File: src/rtl/matrix_op_sequencer_if.sv
// rtl/matrix_op_sequencer_if.sv - command, RAM and ALU signal bundle for the matrix op sequencer
interface matrix_op_sequencer_if;
  logic         start;
  logic [31:0]  instr;
  logic         busy;
  logic         done;
  logic         error;
  logic [7:0]   mem_addr;
  logic         mem_wren;
  logic [255:0] mem_wdata;
  logic [255:0] mem_rdata;
  logic [2:0]   alu_op;
  logic [255:0] mat_a;
  logic [255:0] mat_b;
  logic [255:0] alu_result;

  // Environment side: issues instructions, owns the RAM and the ALU.
  modport master (
    output start, instr, mem_rdata, alu_result,
    input  busy, done, error, mem_addr, mem_wren, mem_wdata, alu_op, mat_a, mat_b
  );

  // Sequencer side.
  modport slave (
    input  start, instr, mem_rdata, alu_result,
    output busy, done, error, mem_addr, mem_wren, mem_wdata, alu_op, mat_a, mat_b
  );
endinterface

File: src/rtl/matrix_op_sequencer.sv
// rtl/matrix_op_sequencer.sv - fetches operands, runs the matrix ALU and writes the result back
module matrix_op_sequencer #(
  parameter int RD_LAT  = 2,
  parameter int ALU_LAT = 1
) (
  input  logic                  clk,
  input  logic                  reset,
  matrix_op_sequencer_if.slave  bus
);

  typedef enum logic [2:0] {
    IDLE  = 3'd0,
    RD_A  = 3'd1,
    RD_B  = 3'd2,
    EXEC  = 3'd3,
    WRITE = 3'd4,
    DONE  = 3'd5
  } state_t;

  // A zero ALU latency still needs one edge to latch the result.
  localparam int         ALU_WAIT = (ALU_LAT < 1) ? 1 : ALU_LAT;
  localparam logic [7:0] RD_LAST  = 8'(RD_LAT);
  localparam logic [7:0] ALU_LAST = 8'(ALU_WAIT - 1);

  state_t       state_q, state_d;
  logic [7:0]   cnt_q, cnt_d;
  logic [7:0]   addr_b_q, addr_b_d;
  logic [7:0]   addr_c_q, addr_c_d;
  logic         busy_q, busy_d;
  logic         done_q, done_d;
  logic         error_q, error_d;
  logic [7:0]   mem_addr_q, mem_addr_d;
  logic         mem_wren_q, mem_wren_d;
  logic [255:0] mem_wdata_q, mem_wdata_d;
  logic [2:0]   alu_op_q, alu_op_d;
  logic [255:0] mat_a_q, mat_a_d;
  logic [255:0] mat_b_q, mat_b_d;

  logic [2:0]   opcode;
  logic         illegal;
  logic         accept;
  logic         instr_unused;

  assign opcode       = bus.instr[2:0];
  assign illegal      = (opcode == 3'd6) || (opcode == 3'd7);
  assign accept       = bus.start && ((state_q == IDLE) || (state_q == DONE));
  assign instr_unused = ^bus.instr[31:27];

  // State and output registers; reset clears everything and beats a simultaneous start.
  always_ff @(posedge clk) begin
    if (reset) begin
      state_q     <= IDLE;
      cnt_q       <= '0;
      addr_b_q    <= '0;
      addr_c_q    <= '0;
      busy_q      <= 1'b0;
      done_q      <= 1'b0;
      error_q     <= 1'b0;
      mem_addr_q  <= '0;
      mem_wren_q  <= 1'b0;
      mem_wdata_q <= '0;
      alu_op_q    <= '0;
      mat_a_q     <= '0;
      mat_b_q     <= '0;
    end else begin
      state_q     <= state_d;
      cnt_q       <= cnt_d;
      addr_b_q    <= addr_b_d;
      addr_c_q    <= addr_c_d;
      busy_q      <= busy_d;
      done_q      <= done_d;
      error_q     <= error_d;
      mem_addr_q  <= mem_addr_d;
      mem_wren_q  <= mem_wren_d;
      mem_wdata_q <= mem_wdata_d;
      alu_op_q    <= alu_op_d;
      mat_a_q     <= mat_a_d;
      mat_b_q     <= mat_b_d;
    end
  end

  // Next-state and next-output logic; a new instruction may be accepted from IDLE or DONE.
  always_comb begin
    state_d     = state_q;
    cnt_d       = cnt_q;
    addr_b_d    = addr_b_q;
    addr_c_d    = addr_c_q;
    busy_d      = busy_q;
    done_d      = done_q;
    error_d     = error_q;
    mem_addr_d  = mem_addr_q;
    mem_wren_d  = mem_wren_q;
    mem_wdata_d = mem_wdata_q;
    alu_op_d    = alu_op_q;
    mat_a_d     = mat_a_q;
    mat_b_d     = mat_b_q;

    case (state_q)
      IDLE: begin
      end
      RD_A: begin
        if (cnt_q == RD_LAST) begin
          mat_a_d = bus.mem_rdata;
          cnt_d   = '0;
          // Opcodes 100/101 are unary: B is forced to zero and never fetched.
          if (alu_op_q[2]) begin
            mat_b_d = '0;
            state_d = EXEC;
          end else begin
            mem_addr_d = addr_b_q;
            state_d    = RD_B;
          end
        end else begin
          cnt_d = cnt_q + 8'd1;
        end
      end
      RD_B: begin
        if (cnt_q == RD_LAST) begin
          mat_b_d = bus.mem_rdata;
          cnt_d   = '0;
          state_d = EXEC;
        end else begin
          cnt_d = cnt_q + 8'd1;
        end
      end
      EXEC: begin
        if (cnt_q == ALU_LAST) begin
          mem_wdata_d = bus.alu_result;
          mem_addr_d  = addr_c_q;
          mem_wren_d  = 1'b1;
          cnt_d       = '0;
          state_d     = WRITE;
        end else begin
          cnt_d = cnt_q + 8'd1;
        end
      end
      WRITE: begin
        mem_wren_d = 1'b0;
        busy_d     = 1'b0;
        done_d     = 1'b1;
        state_d    = DONE;
      end
      DONE: begin
        done_d     = 1'b0;
        mem_addr_d = '0;
        state_d    = IDLE;
      end
      default: begin
        state_d = IDLE;
      end
    endcase

    // Later instr changes are ignored because only the latched fields are used after this.
    if (accept) begin
      alu_op_d = opcode;
      addr_b_d = bus.instr[18:11];
      addr_c_d = bus.instr[26:19];
      cnt_d    = '0;
      error_d  = illegal;
      if (illegal) begin
        busy_d  = 1'b0;
        done_d  = 1'b1;
        state_d = DONE;
      end else begin
        busy_d     = 1'b1;
        done_d     = 1'b0;
        mem_addr_d = bus.instr[10:3];
        state_d    = RD_A;
      end
    end
  end

  assign bus.busy      = busy_q;
  assign bus.done      = done_q;
  assign bus.error     = error_q;
  assign bus.mem_addr  = mem_addr_q;
  assign bus.mem_wren  = mem_wren_q;
  assign bus.mem_wdata = mem_wdata_q;
  assign bus.alu_op    = alu_op_q;
  assign bus.mat_a     = mat_a_q;
  assign bus.mat_b     = mat_b_q;

endmodule

File: src/flat_wrapper.sv
// flat-port wrapper written by rule: the top's interface ports become plain ports
module matrix_op_sequencer_flat 
#(
  parameter int RD_LAT  = 2,
  parameter int ALU_LAT = 1
)
  (clk, reset, bus_start, bus_instr, bus_mem_rdata, bus_alu_result, bus_busy, bus_done, bus_error, bus_mem_addr, bus_mem_wren, bus_mem_wdata, bus_alu_op, bus_mat_a, bus_mat_b);
  matrix_op_sequencer_if bus_i ();
  input  logic clk;
  input  logic reset;
  input wire logic [$bits(bus_i.start)-1:0] bus_start;
  input wire logic [$bits(bus_i.instr)-1:0] bus_instr;
  input wire logic [$bits(bus_i.mem_rdata)-1:0] bus_mem_rdata;
  input wire logic [$bits(bus_i.alu_result)-1:0] bus_alu_result;
  output wire logic [$bits(bus_i.busy)-1:0] bus_busy;
  output wire logic [$bits(bus_i.done)-1:0] bus_done;
  output wire logic [$bits(bus_i.error)-1:0] bus_error;
  output wire logic [$bits(bus_i.mem_addr)-1:0] bus_mem_addr;
  output wire logic [$bits(bus_i.mem_wren)-1:0] bus_mem_wren;
  output wire logic [$bits(bus_i.mem_wdata)-1:0] bus_mem_wdata;
  output wire logic [$bits(bus_i.alu_op)-1:0] bus_alu_op;
  output wire logic [$bits(bus_i.mat_a)-1:0] bus_mat_a;
  output wire logic [$bits(bus_i.mat_b)-1:0] bus_mat_b;
  assign bus_i.start = bus_start;
  assign bus_i.instr = bus_instr;
  assign bus_i.mem_rdata = bus_mem_rdata;
  assign bus_i.alu_result = bus_alu_result;
  assign bus_busy = bus_i.busy;
  assign bus_done = bus_i.done;
  assign bus_error = bus_i.error;
  assign bus_mem_addr = bus_i.mem_addr;
  assign bus_mem_wren = bus_i.mem_wren;
  assign bus_mem_wdata = bus_i.mem_wdata;
  assign bus_alu_op = bus_i.alu_op;
  assign bus_mat_a = bus_i.mat_a;
  assign bus_mat_b = bus_i.mat_b;
  matrix_op_sequencer #(.RD_LAT(RD_LAT), .ALU_LAT(ALU_LAT)) u_core (.clk(clk), .reset(reset), .bus(bus_i));
endmodule
File: config.mk
export PLATFORM = sky130hd
export DESIGN_NAME = matrix_op_sequencer_flat
export DESIGN_NICKNAME = d
export VERILOG_FILES = /design/src/rtl/matrix_op_sequencer_if.sv /design/src/rtl/matrix_op_sequencer.sv /design/src/flat_wrapper.sv
export SDC_FILE = /design/constraint.sdc
export NUM_CORES = 2
export LEC_CHECK = 0
export ABC_AREA = 1
export CAP_MARGIN = 10
export CELL_PAD_IN_SITES_DETAIL_PLACEMENT = 2
export CELL_PAD_IN_SITES_GLOBAL_PLACEMENT = 2
export CORE_AREA = 2 2 514 516
export DETAILED_ROUTE_END_ITERATION = 10
export DIE_AREA = 0 0 516 518
export PLACE_DENSITY = 0.52
export SYNTH_ARGS = -nofsm -noshare
export SYNTH_HDL_FRONTEND = slang
export SYNTH_SLANG_ARGS = --single-unit
File: constraint.sdc
create_clock -name clk -period 2.1 [get_ports clk]
set_input_delay 0.42 -clock clk [delete_from_list [all_inputs] [get_ports clk]]
set_output_delay 0.42 -clock clk [all_outputs]
set_load 0.05 [all_outputs]
==> flow_metrics.py <==
metrics = {
    "outcome": {
        "status": "finished, final reports clean",
    },
    "final_layout": {
        "drive_gt1_share_pct": 22.3,
        "fin_nets": 5551,
        "fillerInstances": 30400,
        "final_cell_area_um2": 50300,
        "area_growth_pct": 78.1,
        "fin_cells": 8644,
        "utilization_pct": 19.2,
    },
    "synth": {
        "synth_seq_cells": 810,
        "synthCells": 3666,
        "synth.area.mux_share_pct": 0,
        "yosysWarnings": 0,
        "synth_fa_ha_area_share_pct": 0.133,
        "avgSynthCellArea_um2": 7.70,
        "synth-compound-area-share_pct": 14.6,
        "ys_seq_area_share_pct": 57.5,
        "syn-num-nets": 4216,
        "ys_types": 25,
        "synth_xor_area_share_pct": 0.0931,
        "synthSimpleGateAreaFrac_pct": 23.1,
        "netlist_area_um2": 28200,
        "synth_top_family_by_area": "simple AND/OR/NAND/NOR gates",
    },
    "sta": {
        "period_share_pct": 97.2,
        "fmax_ghz": 0.490,
        "drv_slew": 0,
        "fin_tns_setup_ns": 0,
        "fin_ws_ns": 0.0591,
        "setup_viol": 0,
        "final.min_clock_period_ns": 2.04,
        "finClkSkew_ns": 0.0715,
        "slew_headroom_pct": 55.7,
        "tightest_slew_ns": 0.664,
        "hold_viol": 0,
    },
    "placement": {
        "dpl_cell_area_um2": 45700,
        "dp.cells": 8394,
        "place_hpwl_um": 179000,
        "post-place-ws_ns": -0.0933,
        "port_buffers": 1324,
        "routabilityCongestion": 0.888,
    },
    "floorplan": {
        "die_x_um": 516,
        "die_area_um2": 267000,
        "die_h_um": 518,
        "fp.coreArea_um2": 262000,
        "io_pins": 1330,
        "initial_utilization_pct": 10.8,
        "num_rows": 188,
    },
    "clock_tree": {
        "clockBufferDepth": 3,
        "cts_inserted_buffers": 110,
        "htreeDepth": 3,
        "clk_pin_slew_ns": 0.06,
        "clkSinkCount": 810,
        "insertion_delay_ns": 0.78,
        "tritoncts": "yes",
        "ctsHoldBuffers": 0,
        "cts_root_buffer": "clkbuf_16",
    },
    "drt": {
        "drc": 0,
        "finalWirelength_um": 222000,
        "post_drt_wl_per_cell_um": 25.7,
        "drt-initial-drc-count": 1106,
        "vias_per_cell": 3.60,
        "vias": 31100,
        "ant_nets": 0,
        "drt_first_pass_iters": 4,
    },
    "setup_path": {
        "r2r_cells": 7,
        "regToRegEndpoint": "u_core.bus.mat_b[48]",
        "worstSetupEndpointType": "register",
        "reg2reg_slack_ns": 0.06,
        "cp.arrival_ns": 2.65,
        "reg2reg_from": "u_core.state_q[1]",
        "worstSetupPathType": "reg -> reg",
        "start_kind": "register",
        "critPathMaxFanout": 71,
        "required_ns": 2.71,
    },
    "grt": {
        "grt_first_pass_wirelength_um": 294000,
        "grt_pass1_vias": 33200,
        "track_usage_pct": 15.9,
        "grt_max_degree": 90,
        "overflow": 0,
        "grt_antenna_before_repair": 126,
    },
    "hold_path": {
        "min_from": "reset",
        "min_path_cells": 4,
        "hp-class": "in -> reg",
        "hold_end": "u_core.addr_c_q[1]",
    },
    "power_and_ir_drop": {
        "ir_drop_v": 0.000801,
        "p_leak_nw": 18.1,
        "power_density_nw_per_um2": 990,
    },
    "flow_run": {
        "cap_violations": 0,
    },
}
-- final cells by class --
cell class / instances / area [um^2] / area share (%)
diodes: 40 / 100 / 0.199
clock buffers: 153 / 3170 / 6.31
clock inverters: 47 / 686 / 1.36
inverters: 44 / 193 / 0.383
multi-input cells: 2550 / 10800 / 21.4
flip-flops and latches: 810 / 16200 / 32.3
well taps: 3515 / 4400 / 8.75
repair buffers: 1485 / 14800 / 29.3
-- worst max-delay path by stage --
| stage | startpoint | endpoint | slack [ns] | cells past startpoint |
|---|---|---|---|---|
| after floorplan | u_core.bus.alu_op[2] | u_core.bus.mat_b[131] | 0.34 | 7 |
| after global placement | u_core.cnt_q[0] | u_core.bus.mem_wdata[248] | -0.01 | 8 |
| after detailed placement | u_core.cnt_q[0] | u_core.bus.mem_wdata[8] | -0.09 | 9 |
| after CTS | u_core.bus.mem_wdata[191] | bus_mem_wdata[191] | 0.0003 | 1 |
| after global routing | u_core.cnt_q[0] | u_core.bus.mat_b[225] | -0.01 | 11 |
| final | u_core.state_q[1] | u_core.bus.mat_b[48] | 0.06 | 7 |
-- worst max-delay path: stages (launching register included) --
cell and delay [ns]:
dfxtp_1 0.38, nor3_4 0.29, inv_2 0.07, o21ai_1 0.30, nand2_4 0.12, buf_12 0.20, nand2_1 0.21, a21oi_1 0.10
-- cells by family after synthesis --
| kind of cell | Yosys count |
|---|---|
| buf+inv | 306 |
| compound gates | 823 |
| flops | 810 |
| fa+ha+maj | 3 |
| simple gates | 1721 |
| xor+xnor | 3 |
-- routing by layer --
| metal | up-vias | track usage [%] | part of all wire, % |
|---|---|---|---|
| met5 | - | 0 | 0.27 |
| met4 | 92 | 4.74 | 2.8 |
| met3 | 333 | 8.31 | 11 |
| met2 | 1072 | 27.5 | 48 |
| met1 | 15100 | 16.6 | 38 |
| li1 | 14500 | - | - |
-- registers in the layout, summed over array words and instances, names as in the netlist, 8 cells and up --
register and count:
u_core.addr_b_q 8, u_core.bus.mem_addr 8, u_core.cnt_q 8, u_core.bus.mat_b 256, u_core.addr_c_q 8, u_core.bus.mat_a 256
u_core.bus.mem_wdata 256
-- metrics by stage --
stage | total power, W | hold WS (ns)
2_1_floorplan | 0.0240 | 0.425
3_3_place_gp | 0.0301 | 0.448
3_5_place_dp | 0.0303 | 0.456
4_1_cts | 0.0509 | 0.0388
5_1_grt | 0.0522 | 0.0774
6_report | 0.0498 | 0.127
-- placed cells by master (no fill, tap or decap), types with 4 or more instances in the layout --
master and count:
a21oi_1 266, buf_12 55, buf_4 483, bufinv_16 10, clkbuf_1 17, clkbuf_16 112
clkbuf_8 26, clkdlybuf4s15_1 11, clkdlybuf4s15_2 388, clkdlybuf4s50_1 540, clkinv_16 6, clkinv_2 19
clkinv_4 4, clkinvlp_4 5, dfxtp_1 808, diode_2 40, inv_1 36, inv_2 5
nand2_1 602, nand3_1 19, nor2_1 1088, o21ai_0 144, o21ai_1 410
-- synthesized netlist by cell type --
cell      instances  area share [%]
o21ai_1         404             7.2
nor2_1         1089              14
nand2_1         605             8.0
nor2_2            1           0.022
nand2_2           1           0.022
buf_1            25            0.33
inv_1            36            0.48
nand3b_1          1           0.027
nor3b_1           2           0.053
clkbuf_1        120             1.6
inv_2             8            0.11
o21ai_0         150             2.7
a21oi_1         267             4.7
a21o_1            1           0.027
nor3_1            1           0.018
xor2_1            1           0.031
nor2_4            1           0.040
buf_4             1           0.027
nor3_4            1           0.058
ha_1              3            0.13
o211ai_1          1           0.027
nand3_1          19            0.34
buf_2           116             2.1
xnor2_1           2           0.062
dfxtp_1         810              57
-- power by group --
group | internal, W | switching (W)
Clock | 0.0118 | 0.00831
Sequential | 0.0166 | 0.000739
Combinational | 0.00377 | 0.00856
-- repair_timing --
| item | 4_1_cts | 5_1_grt |
|---|---|---|
| cloned | 0 | 2 |
| setup buffers | 0 | 8 |
| resized for setup | 1200 | 9 |
| endpoints found under the setup margin | 405 | 68 |
| pin swaps | 0 | 1 |
(Power assumes the default switching activity.)
